**config.mk**
```make
export PLATFORM = sky130hd
export DESIGN_NAME = fifo_wr_arbiter
export DESIGN_NICKNAME = d
export VERILOG_FILES = /design/src/rtl/fifo_arb_pkg.sv /design/src/rtl/rr_pick.sv /design/src/rtl/fifo_wr_arbiter.sv
export SDC_FILE = /design/constraint.sdc
export NUM_CORES = 1
export LEC_CHECK = 0
export BUFFER_PORTS_ARGS = -buffer_cell sky130_fd_sc_hd__buf_2
export CAP_MARGIN = 20
export CORE_MARGIN = 2
export CORE_UTILIZATION = 41
export CTS_CLUSTER_DIAMETER = 150
export DETAILED_ROUTE_END_ITERATION = 12
export PLACE_DENSITY = 0.7
export SLEW_MARGIN = 15
export SYNTH_ARGS = -nofsm -noshare
export SYNTH_HDL_FRONTEND = slang
export SYNTH_SLANG_ARGS = --single-unit
```
**constraint.sdc**
```tcl
create_clock -name clk_i -period 3.3 [get_ports clk_i]
set_clock_uncertainty 0.2 [all_clocks]
set_input_delay 0.825 -clock clk_i [delete_from_list [all_inputs] [get_ports clk_i]]
set_output_delay 0.825 -clock clk_i [all_outputs]
set_load 0.05 [all_outputs]
```
**src/rtl/fifo_arb_pkg.sv**
```systemverilog
// Shared types and helpers for the FIFO write-port arbiter.
package fifo_arb_pkg;

    typedef enum logic {
        IDLE  = 1'b0,
        BURST = 1'b1
    } arb_state_t;

    // Index width for n items, never narrower than one bit.
    function automatic int arb_id_width(input int n);
        return (n <= 2) ? 1 : $clog2(n);
    endfunction

endpackage

```
**src/rtl/rr_pick.sv**
```systemverilog
// Rotate-priority finder: first set valid bit at or after ptr_i, wrapping modulo N.
module rr_pick
    import fifo_arb_pkg::*;
#(
    parameter int N   = 3,
    parameter int IDW = arb_id_width(N)
) (
    input  logic [N-1:0]   valid_i,
    input  logic [IDW-1:0] ptr_i,
    output logic           any_o,
    output logic [IDW-1:0] idx_o
);

    // Scan from the farthest offset down so the nearest valid one wins last.
    always_comb begin
        any_o = 1'b0;
        idx_o = '0;
        for (int i = N - 1; i >= 0; i--) begin
            int j;
            j = int'(ptr_i) + i;
            if (j >= N) begin
                j = j - N;
            end
            if (valid_i[j]) begin
                any_o = 1'b1;
                idx_o = IDW'(j);
            end
        end
    end

endmodule

```
**src/rtl/fifo_wr_arbiter.sv**
```systemverilog
// Round-robin arbiter sharing one FIFO write port among N_REQ valid/ready producers,
// rotating after BURST_LEN beats or when the granted producer drops valid.
module fifo_wr_arbiter
    import fifo_arb_pkg::*;
#(
    parameter int WIDTH     = 4,
    parameter int N_REQ     = 3,
    parameter int BURST_LEN = 2,
    localparam int IDW      = arb_id_width(N_REQ),
    localparam int CW       = arb_id_width(BURST_LEN)
) (
    input  logic                   clk_i,
    input  logic                   rst_i,
    input  logic [N_REQ-1:0]       req_valid_i,
    input  logic [N_REQ*WIDTH-1:0] req_data_i,
    output logic [N_REQ-1:0]       req_ready_o,
    input  logic                   fifo_full_i,
    output logic                   fifo_wr_req_o,
    output logic [WIDTH-1:0]       fifo_wr_data_o,
    output logic [N_REQ-1:0]       grant_o,
    output logic [IDW-1:0]         grant_id_o
);

    arb_state_t     state_q, state_d;
    logic [IDW-1:0] gnt_id_q, gnt_id_d;
    logic [IDW-1:0] rr_ptr_q, rr_ptr_d;
    logic [CW-1:0]  beat_cnt_q, beat_cnt_d;

    logic           in_burst;
    logic           gnt_valid;
    logic           beat;
    logic           burst_release;
    logic [IDW-1:0] nxt_ptr;
    logic [IDW-1:0] pick_ptr;
    logic           pick_any;
    logic [IDW-1:0] pick_idx;

    assign in_burst      = (state_q == BURST);
    assign gnt_valid     = req_valid_i[gnt_id_q];
    assign beat          = in_burst & gnt_valid & ~fifo_full_i;
    assign burst_release = in_burst &
                           ((beat & (beat_cnt_q == CW'(BURST_LEN - 1))) | ~gnt_valid);
    assign nxt_ptr       = (gnt_id_q == IDW'(N_REQ - 1)) ? '0 : gnt_id_q + IDW'(1);

    // On release the new winner is searched from the producer after the old one.
    assign pick_ptr = in_burst ? nxt_ptr : rr_ptr_q;

    rr_pick #(
        .N   (N_REQ),
        .IDW (IDW)
    ) u_pick (
        .valid_i (req_valid_i),
        .ptr_i   (pick_ptr),
        .any_o   (pick_any),
        .idx_o   (pick_idx)
    );

    always_ff @(posedge clk_i or negedge rst_i) begin
        if (!rst_i) begin
            state_q    <= IDLE;
            gnt_id_q   <= '0;
            rr_ptr_q   <= '0;
            beat_cnt_q <= '0;
        end else begin
            state_q    <= state_d;
            gnt_id_q   <= gnt_id_d;
            rr_ptr_q   <= rr_ptr_d;
            beat_cnt_q <= beat_cnt_d;
        end
    end

    always_comb begin
        state_d    = state_q;
        gnt_id_d   = gnt_id_q;
        rr_ptr_d   = rr_ptr_q;
        beat_cnt_d = beat_cnt_q;
        case (state_q)
            IDLE: begin
                if (pick_any) begin
                    state_d    = BURST;
                    gnt_id_d   = pick_idx;
                    beat_cnt_d = '0;
                end
            end
            BURST: begin
                if (burst_release) begin
                    rr_ptr_d   = nxt_ptr;
                    beat_cnt_d = '0;
                    if (pick_any) begin
                        gnt_id_d = pick_idx;
                    end else begin
                        state_d  = IDLE;
                        gnt_id_d = '0;
                    end
                end else if (beat) begin
                    beat_cnt_d = beat_cnt_q + CW'(1);
                end
            end
        endcase
    end

    // Everything is derived from reset-cleared registers, so outputs drop with rst_i.
    always_comb begin
        grant_o        = '0;
        grant_id_o     = '0;
        req_ready_o    = '0;
        fifo_wr_req_o  = beat;
        fifo_wr_data_o = '0;
        if (in_burst) begin
            grant_o[gnt_id_q]     = 1'b1;
            grant_id_o            = gnt_id_q;
            req_ready_o[gnt_id_q] = beat;
            fifo_wr_data_o        = req_data_i[int'(gnt_id_q) * WIDTH +: WIDTH];
        end
    end

endmodule

```
### Word level (Yosys, flattened, before mapping)

Index checks and enable logic that the tools add are counted.

| storage, ports and cells | value |
|---|---|
| input port bits | 18 |
| logic and storage cells | 76 |
| register bits after elaboration | 6 |
| output and inout port bits | 13 |

| operators by class | value |
|---|---|
| mux-type cells | 39 |
| eq/ne operators | 4 |
| order comparisons | 8 |
| shifts and indexed selects | 1 |
| add/sub/neg operators | 7 |
| bitwise gates (word level) | 9 |
| reductions and logical operators | 4 |

Operator list:

| kind | count |
|---|---|
| 32-bit by 4-bit less-than comparator with 1-bit output, second input constant | 3 |
| 32-bit two-way mux | 3 |
| 32-bit by 3-bit greater-or-equal comparator with 1-bit output, second input constant | 2 |
| 32-bit by 3-bit subtractor with 32-bit output, second input constant | 2 |
| 2-bit two-way mux | 9 |
| 1-bit two-way mux | 16 |
| 12-bit by 5-bit indexed part select with 4-bit output | 1 |
| 1-bit binary-select mux with 2-bit select | 4 |
| 3-bit two-way mux | 2 |
| 2-bit AND reduction | 3 |
| 1-bit bitwise AND | 4 |
| 4-bit two-way mux | 1 |
| 1-bit one-hot mux with 2 select lines | 2 |
| 2-bit one-hot mux with 2 select lines | 1 |
| 2-bit by 1-bit adder with 3-bit output, second input constant | 1 |
| 2-bit by 2-bit adder with 3-bit output, second input constant | 1 |
| 3-bit bitwise AND | 1 |
| 2-bit by 3-bit less-than comparator with 1-bit output, second input constant | 1 |
| 3-bit by 1-bit inequality test with 1-bit output, second input constant | 1 |
| 1-bit NOT | 3 |
| 2-bit by 2-bit subtractor with 3-bit output, second input constant | 1 |
| 2-bit by 1-bit adder with 2-bit output, second input constant | 1 |
| 1-bit demux with 2-bit select | 1 |
| 2-bit equality test, second input constant | 1 |
| 7 further kinds | 7 |

### Depth between registers and ports, before layout

Gate-level depths: netlist of the first run.

| depth | value |
|---|---|
| word-level depth | 15 |
| depth in mapped cells | 12 |
| depth with buffers taken out | 10 |

### Hierarchy

A second synthesis of the first run with hierarchy kept.

| second synthesis, totals | value |
|---|---|
| cells, all modules | 94 |
| area total of the unflattened synthesis | 726.9 um^2 |

Modules (own cells, without submodules):

| module | area an instance (um^2) | instances | sequential area each (um^2) | cells each |
|---|---|---|---|---|
| fifo_wr_arbiter | 535.5 | 1 | 150.1 | 67 |
| rr_pick | 191.4 | 1 | 0.0 | 27 |

### Worst setup path after synthesis of the first run

No wires, ideal clock.

| timing path | value |
|---|---|
| path type | register -> register |
| start point | register state_q, in the netlist in_burst |
| end point | register gnt_id_q[1] |
| library setup time | 0.128 ns |
| data required time | 2.972 ns |
| stages on the path, launching flop included | 11 |
| path slack | -0.840 ns |
| buffers on the path | 1 |
| period minus slack after synthesis | 4.140 ns |
| arrival time | 3.812 ns |
| cells stage by stage | dfrtp_1 > clkbuf_1 > clkinv_1 > nor3_1 > a21oi_1 > ha_1 > o22ai_1 > a22o_1 > or4b_4 > o21ai_2 > mux2_1 |

| on the way | value |
|---|---|
| longest elaborated chain between the ends | 13 |
| elaborated cells on any way between the ends | 40 |
| classes of those cells | 5 x add/sub; 3 x order compare; 2 x eq/ne; 23 x mux; 6 x bitwise; 1 x reduce/logical |

RTL lines:

| what | RTL line | source |
|---|---|---|
| from (decl) | fifo_wr_arbiter.sv:24 | `arb_state_t state_q, state_d;` |
| from (signal assigned) | fifo_wr_arbiter.sv:65 | `state_q <= state_d;` |
| 2-bit two-way mux | fifo_wr_arbiter.sv:46 | `assign pick_ptr = in_burst ? nxt_ptr : rr_ptr_q;` |
| 2-bit by 2-bit adder with 3-bit output | rr_pick.sv:20 | `j = int'(ptr_i) + i;` |
| 32-bit by 3-bit subtractor with 32-bit output or 32-bit by 3-bit greater-or-equal comparator with 1-bit output (tied branches) | rr_pick.sv:22, rr_pick.sv:21 |  |
| 32-bit two-way mux | rr_pick.sv:21 | `if (j >= N) begin` |
| 1-bit binary-select mux with 2-bit select | rr_pick.sv:24 | `if (valid_i[j]) begin` |
| 1-bit two-way mux (implied by the code) (2 in series) | rr_pick.sv:24 |  |
| 2-bit two-way mux or 1-bit two-way mux (tied branches) (3 in series) | rr_pick.sv:24 |  |
| 2-bit two-way mux | fifo_wr_arbiter.sv:89 | `if (pick_any) begin` |
| 2-bit two-way mux | fifo_wr_arbiter.sv:86 | `if (burst_release) begin` |
| 2-bit one-hot mux with 2 select lines | fifo_wr_arbiter.sv:77 | `case (state_q)` |
| to (signal assigned) | fifo_wr_arbiter.sv:66 | `gnt_id_q <= gnt_id_d;` |
| to (decl) | fifo_wr_arbiter.sv:25 | `logic [IDW-1:0] gnt_id_q, gnt_id_d;` |

Parallel ways exist; a longest one is shown, timed or not. The select of a mux whose other input is x is not followed.
A chain may end at the register's enable or synchronous reset.

### Worst setup path after layout of the first run

Ends and elaborated chain as after synthesis.

==> results.ini, run 1 <==
[status]
status = complete, no violations

[logic_synthesis]
synth_top_area_share_pct = 21.20
netlist_top_cells_area = dfrtp_1 21%, mux2i_1 9.9%, nor2_1 5.8%
async_flop_share_pct = 100.0
synth_ff_type = dfrtp_1
postSynthAreaPerCell_um2 = 7.534
ys_ff_latch = 6
yosys.area.top_type = dfrtp_1
syn_inst = 94
syn_area_um2 = 708.2
synth_commonest_cells = 11 x nor2_1, 8 x a21oi_1, 7 x mux2i_1
syn_nets = 115
synth_cell_types = 33
yosysWarnings = 0
yosysMostFrequentCell = nor2_1
ys_seq_area_share_pct = 21.20
synth_edf_count = 0

[sta]
setup-violations-final = 0
slew_headroom_pct = 80.62
rsz0062_at_grt = false
worst_slack_ns = 0.2275
hold_viol_final = 0
period_share_pct = 93.11
finalMaxSlewViolations = 0
fin_crit_ns = 3.072
worstMarginPinSlew_ns = 0.2889
fmaxAchievable_mhz = 325.5

[cts]
cts_buffer_depth = 2
clk_pin_slew_ns = 0.04
cts_resized = 0
cts_root_buf = clkbuf_4
cts_sinks = 6
cts-buffers-inserted = 3
postCtsSetupBuffers = 0
hold_buffers = 0
htree_levels = 1
clk_latency_ns = 0.24
cts_tree = yes

[worst_setup_path]
rr_endpoint = gnt_id_q[1]
r2r_setup_slack_ns = 0.23
crit_path_end_kind = register
max_stage_delay_ns = 0.54
cp_max_fo = 9
critical_path_class = reg -> reg
cp-start-kind = register
slowest_stage = or4b_4
crit_arrival_ns = 2.99
cp_cell_sequence = clkinv_1, nor3_4, a21oi_1, ha_1, o22ai_1, a22o_1, or4b_4, o21ai_2, mux2_1
r2r_cells = 9
rr_startpoint = in_burst
crit_required_ns = 3.22

[die]
die-width_um = 45.56
ios = 31
die_h_um = 45.56
std_cell_rows = 15
core-area_um2 = 1670
die_area_um2 = 2076
initial_core_util_pct = 42.40

[power_and_ir_drop]
p_per_area_nw_per_um2 = 983.9
p_leak_uw = 0.0004755
ir_drop_v = 0.0006308

[drt]
ant_nets = 0
wirelength_um = 1733
vias = 762
drt_iter0_drc = 5
drc = 0
avgViaCountPerCell = 5.329
firstDrtPassIters = 5
wl_per_cell_um = 12.12

[final_layout]
fill_cells = 168
nets = 149
fin_util_pct = 55.73
final_area_um2 = 930.9
diodes = 0
syn_to_final_growth_pct = 31.45
drive_above_1_share_pct = 35.71

[global_routing]
grt_overflow = 0
grt_max_degree = 14
grt_pass1_wl_um = 2780
antenna_found_initial = 0
grt_pass1_vias = 692
track_usage_pct = 18.32

[placed_design]
gp_congestion = 0.8117
placed_cell_area_um2 = 908.4
port_buffers = 30
dp_worst_setup_slack_ns = 0.2369
dp.final_hpwl_um = 1404

[hold_path]
hold_class = in -> async

[run]
maxCapViolations = 0

## report_power, final
part | leakage, uW | internal, uW | switching (uW)
Clock | 0.0000138 | 40.9 | 23.2
Sequential | 0.0000727 | 103 | 15.4
Combinational | 0.000389 | 267 | 466
## metrics by stage
stage | hold slack, ns | std cells | setup TNS [ns] | power [uW]
finish | 0.2024 | 143 | 0 | 915.9
global route | 0.1945 | 143 | 0 | 993.9
CTS | 0.1992 | 143 | 0 | 923.1
detailed placement | 0.3068 | 140 | 0 | 854.5
global placement | 0.2882 | 140 | 0 | 838.0
floorplan | 0.2797 | 94 | -0.1496 | 709.5
## worst max-delay path: cells and delay by family (launching register included)
kind / cells / cell delay (ns)
mux: 1 / 0.33
flops: 1 / 0.34
fa+ha+maj: 1 / 0.39
buf+inv: 1 / 0.25
simple gates: 2 / 0.84
compound gates: 4 / 0.60
## state kept, by name, summed over array words and instances, names as in the netlist
| name | cells |
|---|---|
| beat_cnt_q | 1 |
| gnt_id_q | 2 |
| in_burst | 1 |
| rr_ptr_q | 2 |
## cells by family (layout without fill, tap and decap cells)
| group | count (synthesis) | count (layout) | share of synthesized area, % |
|---|---|---|---|
| adders and majority gates | 3 | 3 | 5.301 |
| buffers and inverters | 11 | 43 | 6.888 |
| and+or+nand+nor | 39 | 39 | 29.33 |
| AOI/OAI and AO/OA | 25 | 25 | 22.62 |
| muxes | 10 | 10 | 14.66 |
| DFF | 6 | 6 | 21.20 |
## layout by cell type (no fill, tap or decap), drive strengths merged
cell type	n
mux2i	7
or3	1
a21o	1
nand2	6
o21ai	5
a22o	1
clkinv	1
dfrtp	6
inv	4
nor3b	1
nand3b	1
a32o	1
and2b	1
clkbuf	3
nor2b	5
nor2	11
or4b	1
and2	4
nand3	2
o21a	1
nor3	2
o22ai	1
a31oi	3
o211ai	2
o2bb2ai	2
mux2	3
nand2b	4
ha	3
buf	35
a21oi	8
## final cells by class
class	count	area, um^2	area share, %
flip-flops and latches	6	150.1	16.13
multi-input cells	77	530.5	56.99
inverters	5	18.77	2.016
repair buffers	35	187.7	20.16
well taps	17	21.27	2.285
clock buffers	3	22.52	2.419
## layer usage
metal  wire length, um  global-route usage [%]  up-vias
met5                 0                       0        -
met4                16                   8.824        0
met3               107                   1.190        2
met2               870                   33.52       38
met1               739                   21.17      326
li1                  -                       -      396
## worst max-delay path by stage
| stage | endpoint | from | depth (start not counted) |
|---|---|---|---|
| final | gnt_id_q[1] | in_burst | 9 |
| after floorplan | gnt_id_q[1] | in_burst | 10 |
| after detailed placement | gnt_id_q[1] | in_burst | 9 |
| after CTS | gnt_id_q[1] | in_burst | 9 |
| after global routing | gnt_id_q[1] | in_burst | 9 |
| after global placement | req_ready_o[1] | req_valid_i[0] | 8 |
Power figures use the tool's default switching activity.
==> run 2, diff against run 1 <==
--- a/config.mk
+++ b/config.mk
@@ -11,6 +11,7 @@
 export CORE_UTILIZATION = 41
 export CTS_CLUSTER_DIAMETER = 150
 export DETAILED_ROUTE_END_ITERATION = 12
+export GPL_TIMING_DRIVEN = 0
 export PLACE_DENSITY = 0.7
 export SLEW_MARGIN = 15
 export SYNTH_ARGS = -nofsm -noshare
==> results.ini, run 2 (synthesis gave the netlist of run 1 again) <==
[status]
status = complete, no violations

[worst_setup_path]
rr_endpoint = gnt_id_q[1]
cp_max_fo = 10
crit_path_end_kind = register
slowest_stage = or4b_4
critPathLaunch = gnt_id_q[0]
cp_cell_sequence = nor2b_1, buf_2, and2_1, a21o_1, inv_1, ha_1, buf_6, o22ai_1, a22o_1, or4b_4, o21ai_4, mux2_1
r2r_cells = 12
max_stage_delay_ns = 0.55
cp-start-kind = register
rr_startpoint = gnt_id_q[0]
crit_buf_inv = 3
r2r_setup_slack_ns = 0.15
crit_required_ns = 3.22
crit_arrival_ns = 3.08
crit_end = gnt_id_q[1]
cpLargestDelayFamily = simple AND/OR/NAND/NOR gates
critical_path_class = reg -> reg
cp.depth = 12

[cts]
clk_latency_ns = 0.24
clk_pin_slew_ns = 0.04
cts_root_buf = clkbuf_4
htree_levels = 1
cts-buffers-inserted = 3
cts_buffer_depth = 2
cts_tree = yes
hold_buffers = 0
cts_sinks = 6

[sta]
hold_viol_final = 0
rsz0062_at_grt = false
slew_headroom_pct = 58.90
finalMaxSlewViolations = 0
setup-violations-final = 0
worstMarginPinSlew_ns = 0.6165
fin_crit_ns = 3.154
worst_slack_ns = 0.1460
period_share_pct = 95.57
fmaxAchievable_mhz = 317.1

[drt]
vias = 804
drt_iter0_drc = 12
firstDrtPassIters = 4
wirelength_um = 1787
ant_nets = 0
wl_per_cell_um = 12.32
drc = 0
avgViaCountPerCell = 5.545

[final_layout]
multi_input_area_um2 = 550.5
final_cell_mix = 31 x buf_2, 11 x nor2_1, 8 x a21oi_1
fin_cells = 145
seqCellArea_um2 = 152.6
layout_commonest_cell = buf_2
fill_cells = 160
drive_above_1_share_pct = 37.50
nets = 151
reg_top3 = gnt_id_q x2, rr_ptr_q x2
diodes = 0
syn_to_final_growth_pct = 35.51

[hold_path]
hold_class = in -> async

[die]
die_h_um = 45.56
die_area_um2 = 2076
initial_core_util_pct = 42.40
die-width_um = 45.56
std_cell_rows = 15
core-area_um2 = 1670
ios = 31

[global_routing]
grt_pass1_wl_um = 2801
grt_pass1_vias = 720
grt_max_degree = 11
track_usage_pct = 18.45
grt_overflow = 0
antenna_found_initial = 0

[placed_design]
port_buffers = 30
dp.final_hpwl_um = 1386
dp_worst_setup_slack_ns = -0.08891
post-place-cells = 141
gp_congestion = 0.7610

[power_and_ir_drop]
clkPwrFrac_pct = 7.1
p_per_area_nw_per_um2 = 991.2
seq_power_share_pct = 13.7
cellInternalPower_uw = 430.0
ir_drop_v = 0.0006436
power_frac_comb_pct = 79.2
switchingPower_uw = 521.3
p_sw_share_pct = 54.80
p_leak_uw = 0.0004773

[run]
maxCapViolations = 0

==> run 2: changes by cell type in the layout (fill, tap and decap cells not counted), moves of 2 or more <==
cell      change
dfrtp_1       -2
dfrtp_2       +2
clkbuf_1      +2
buf_4         -3
==> run 2: final cells by class <==
cell class | instances | share of cell area [%]
Clock buffer | 3 | 2.347
Timing Repair Buffer | 32 | 17.21
Sequential cell | 6 | 15.91
Multi-Input combinational cell | 77 | 57.37
Buffer | 5 | 2.868
Tap cell | 17 | 2.216
Inverter | 5 | 2.086
==> run 2: what timing repair did <==
item                       in CTS  in global routing
buffers inserted                0                  2
setup endpoints to repair       1                  1
cloned                          0                  0
gates resized for setup         1                  8
==> run 2: worst min path at each step <==
stage	slack [ns]	endpoint	from
after floorplan	0.28	rr_ptr_q[1]	rr_ptr_q[1]
after global placement	0.29	rr_ptr_q[1]	rr_ptr_q[1]
after detailed placement	0.31	rr_ptr_q[1]	rr_ptr_q[1]
after CTS	0.20	gnt_id_q[1]	rst_i
after global routing	0.20	gnt_id_q[1]	rst_i
final	0.19	beat_cnt_q	rst_i
==> run 2: per-layer routing <==
| metal | up-vias | global-route usage, % | share of wire, % |
|---|---|---|---|
| li1 | 400 | - | - |
| met1 | 365 | 21.79 | 44 |
| met2 | 34 | 32.39 | 47 |
| met3 | 5 | 1.190 | 5.8 |
| met4 | 0 | 10.59 | 2.6 |
| met5 | - | 0 | 0 |
==> run 2: stage by stage <==
| step | TNS, ns | power, uW | instance area (um^2) | hold slack (ns) | utilization [%] |
|---|---|---|---|---|---|
| 2_1_floorplan | -0.1496 | 709.5 | 729.5 | 0.2797 | - |
| 3_3_place_gp | -0.1154 | 832.2 | 900.9 | 0.2922 | 53.93 |
| 3_5_place_dp | -0.08891 | 842.6 | 900.9 | 0.3060 | 53.93 |
| 4_1_cts | 0 | 913.2 | 924.6 | 0.1974 | 55.36 |
| 5_1_grt | 0 | 1031 | 959.7 | 0.2001 | 57.45 |
| 6_report | 0 | 951.3 | 959.7 | 0.1949 | 57.45 |
==> run 2: power groups by stage <==
stage               clock network (uW)  registers [uW]  logic (uW)
global route                      73.2             135         823
detailed placement                   0             123         719
CTS                               69.0             122         722
floorplan                            0             119         590
global placement                     0             122         710
finish                            67.2             131         753
==> run 3, diff against run 2 <==
--- a/config.mk
+++ b/config.mk
@@ -13,6 +13,7 @@
 export DETAILED_ROUTE_END_ITERATION = 12
 export GPL_TIMING_DRIVEN = 0
 export PLACE_DENSITY = 0.7
+export SETUP_SLACK_MARGIN = 0.1
 export SLEW_MARGIN = 15
 export SYNTH_ARGS = -nofsm -noshare
 export SYNTH_HDL_FRONTEND = slang
==> constraint.sdc (replaced) <==
create_clock -name clk_i -period 3.3 [get_ports clk_i]
set_clock_uncertainty 0.2 [all_clocks]
set_input_delay 0.825 -clock clk_i [delete_from_list [all_inputs] [get_ports clk_i]]
set_output_delay 0.825 -clock clk_i [all_outputs]
set_load 0.02 [all_outputs]
==> results.ini, run 3 (synthesis gave the netlist of run 1 again) <==
[status]
status = finished with violations
violations = DRC

[final_layout]
fill_cells = 160
layout_commonest_cell = buf_2
syn_to_final_growth_pct = 37.81
final_cell_mix = 30 x buf_2, 11 x nor2_1, 8 x a21oi_1
nets = 154
diodes = 0
fin_util_pct = 58.43
drive_above_1_share_pct = 38.17
reg_top3 = gnt_id_q x2, rr_ptr_q x2

[die]
core-area_um2 = 1670
ios = 31
die_h_um = 45.56
initial_core_util_pct = 42.40
std_cell_rows = 15
die-width_um = 45.56
die_area_um2 = 2076

[sta]
rsz0062_at_grt = false
setup-violations-final = 0
fmaxAchievable_mhz = 322.6
slew_headroom_pct = 70.89
fin_crit_ns = 3.100
worstMarginPinSlew_ns = 0.4367
finalMaxSlewViolations = 0
period_share_pct = 93.93
hold_viol_final = 0

[power_and_ir_drop]
switchingPower_uw = 422.1
power_uw = 880.0
cellInternalPower_uw = 457.9
p_sw_share_pct = 47.96
p_leak_uw = 0.0004897
clkPwrFrac_pct = 8.1
seq_power_share_pct = 13.7
ir_drop_v = 0.0004483
power_frac_comb_pct = 78.2
p_per_area_nw_per_um2 = 901.7

[drt]
avgViaCountPerCell = 5.649
vias = 836
drt_iter0_drc = 10
ant_nets = 0
wirelength_um = 1879
drc = 1
wl_per_cell_um = 12.70
firstDrtPassIters = 8

[global_routing]
grt_max_degree = 11
grt_pass1_wl_um = 2822
grt_overflow = 0
antenna_found_initial = 0
grt_pass1_vias = 675
track_usage_pct = 18.74

[cts]
clk_latency_ns = 0.25
cts_sinks = 6
htree_levels = 1
cts_root_buf = clkbuf_4
cts-buffers-inserted = 3
cts_buffer_depth = 2
clk_pin_slew_ns = 0.05
cts_tree = yes

[worst_setup_path]
critical_path_class = reg -> reg
slowest_stage = or4b_4
cp_cell_sequence = nor2b_1, buf_4, and2_1, a21o_1, inv_1, ha_2, buf_6, o22ai_1, a22o_1, or4b_4, o21ai_4, mux2_1
r2r_cells = 12
cp_max_fo = 9
cp-start-kind = register
max_stage_delay_ns = 0.52
r2r_setup_slack_ns = 0.20
crit_arrival_ns = 3.02
critPathLaunch = gnt_id_q[0]
crit_path_end_kind = register
rr_endpoint = gnt_id_q[1]
crit_end = gnt_id_q[1]
rr_startpoint = gnt_id_q[0]
crit_required_ns = 3.22

[hold_path]
hold_class = in -> async

[placed_design]
gp_congestion = 0.8016
port_buffers = 30
dp.final_hpwl_um = 1422

[run]
maxCapViolations = 0

-- run 3: cell types whose count changed in the layout (fill, tap and decap cells not counted) --
cell / delta
buf_4: +3
clkbuf_2: +2
buf_1: -1
buf_2: -1
clkinv_2: -1
dfrtp_1: +1
dfrtp_2: -1
ha_1: -1
ha_2: +1
inv_4: +1
nor3_1: +1
nor3_2: -1
nor3b_1: +1
nor3b_2: -1
-- run 3: critical path, delay by kind of cell, from the launching register on --
kind / cells / cell delay, ns
AOI/OAI and AO/OA: 4 / 0.68
adders and majority gates: 1 / 0.18
buffers and inverters: 3 / 0.36
DFF: 1 / 0.40
muxes: 1 / 0.33
and+or+nand+nor: 3 / 0.82
-- run 3: worst min path at each step --
stage                       end  cells past startpoint  slack [ns]         from
finish              gnt_id_q[0]                      1        0.19        rst_i
global route        rr_ptr_q[1]                      1        0.19        rst_i
CTS                 rr_ptr_q[1]                      1        0.19        rst_i
detailed placement  rr_ptr_q[1]                      1        0.30  rr_ptr_q[1]
global placement    rr_ptr_q[1]                      1        0.29  rr_ptr_q[1]
floorplan           rr_ptr_q[1]                      1        0.28  rr_ptr_q[1]
-- run 3: area by class of cell --
class                      count  area, um^2  area share, %
timing repair buffer          34       180.2          18.46
clock buffer                   3       22.52          2.308
multi-input combinational     77       543.0          55.64
buffer                         6       36.28          3.718
inverter                       5       21.27          2.179
sequential                     6       151.4          15.51
tap                           17       21.27          2.179
-- run 3: power groups by stage --
stage          Clock (uW)  Sequential [uW]  Combinational (uW)
2_1_floorplan           0              119                 472
3_3_place_gp            0              123                 589
3_5_place_dp            0              124                 605
4_1_cts              71.3              121                 649
5_1_grt              76.1              125                 761
6_report             71.0              121                 688
-- run 3: routing by layer --
layer | GRT usage (%) | share of wire, %
met5 | 0 | 0
met2 | 32.39 | 52
met4 | 8.235 | 0.64
met3 | 3.968 | 4.5
met1 | 21.93 | 43
-- run 3: timing repair --
item,in CTS,in global routing
gates resized for setup,6,4
setup endpoints to repair,1,1
buffers inserted,2,2
pin swaps,1,2
hold buffers,0,0
-- run 3: through the flow --
stage / setup slack (ns) / TNS (ns) / instance area (um^2) / std cells / hold slack, ns
global placement: 0.02778 / 0 / 892.1 / 141 / 0.2909
detailed placement: -0.01073 / -0.01073 / 892.1 / 141 / 0.2976
finish: 0.2002 / 0 / 975.9 / 148 / 0.1902
CTS: 0.1061 / 0 / 950.9 / 146 / 0.1935
floorplan: 0.1671 / 0 / 720.7 / 94 / 0.2797
global route: 0.1016 / 0 / 975.9 / 148 / 0.1916
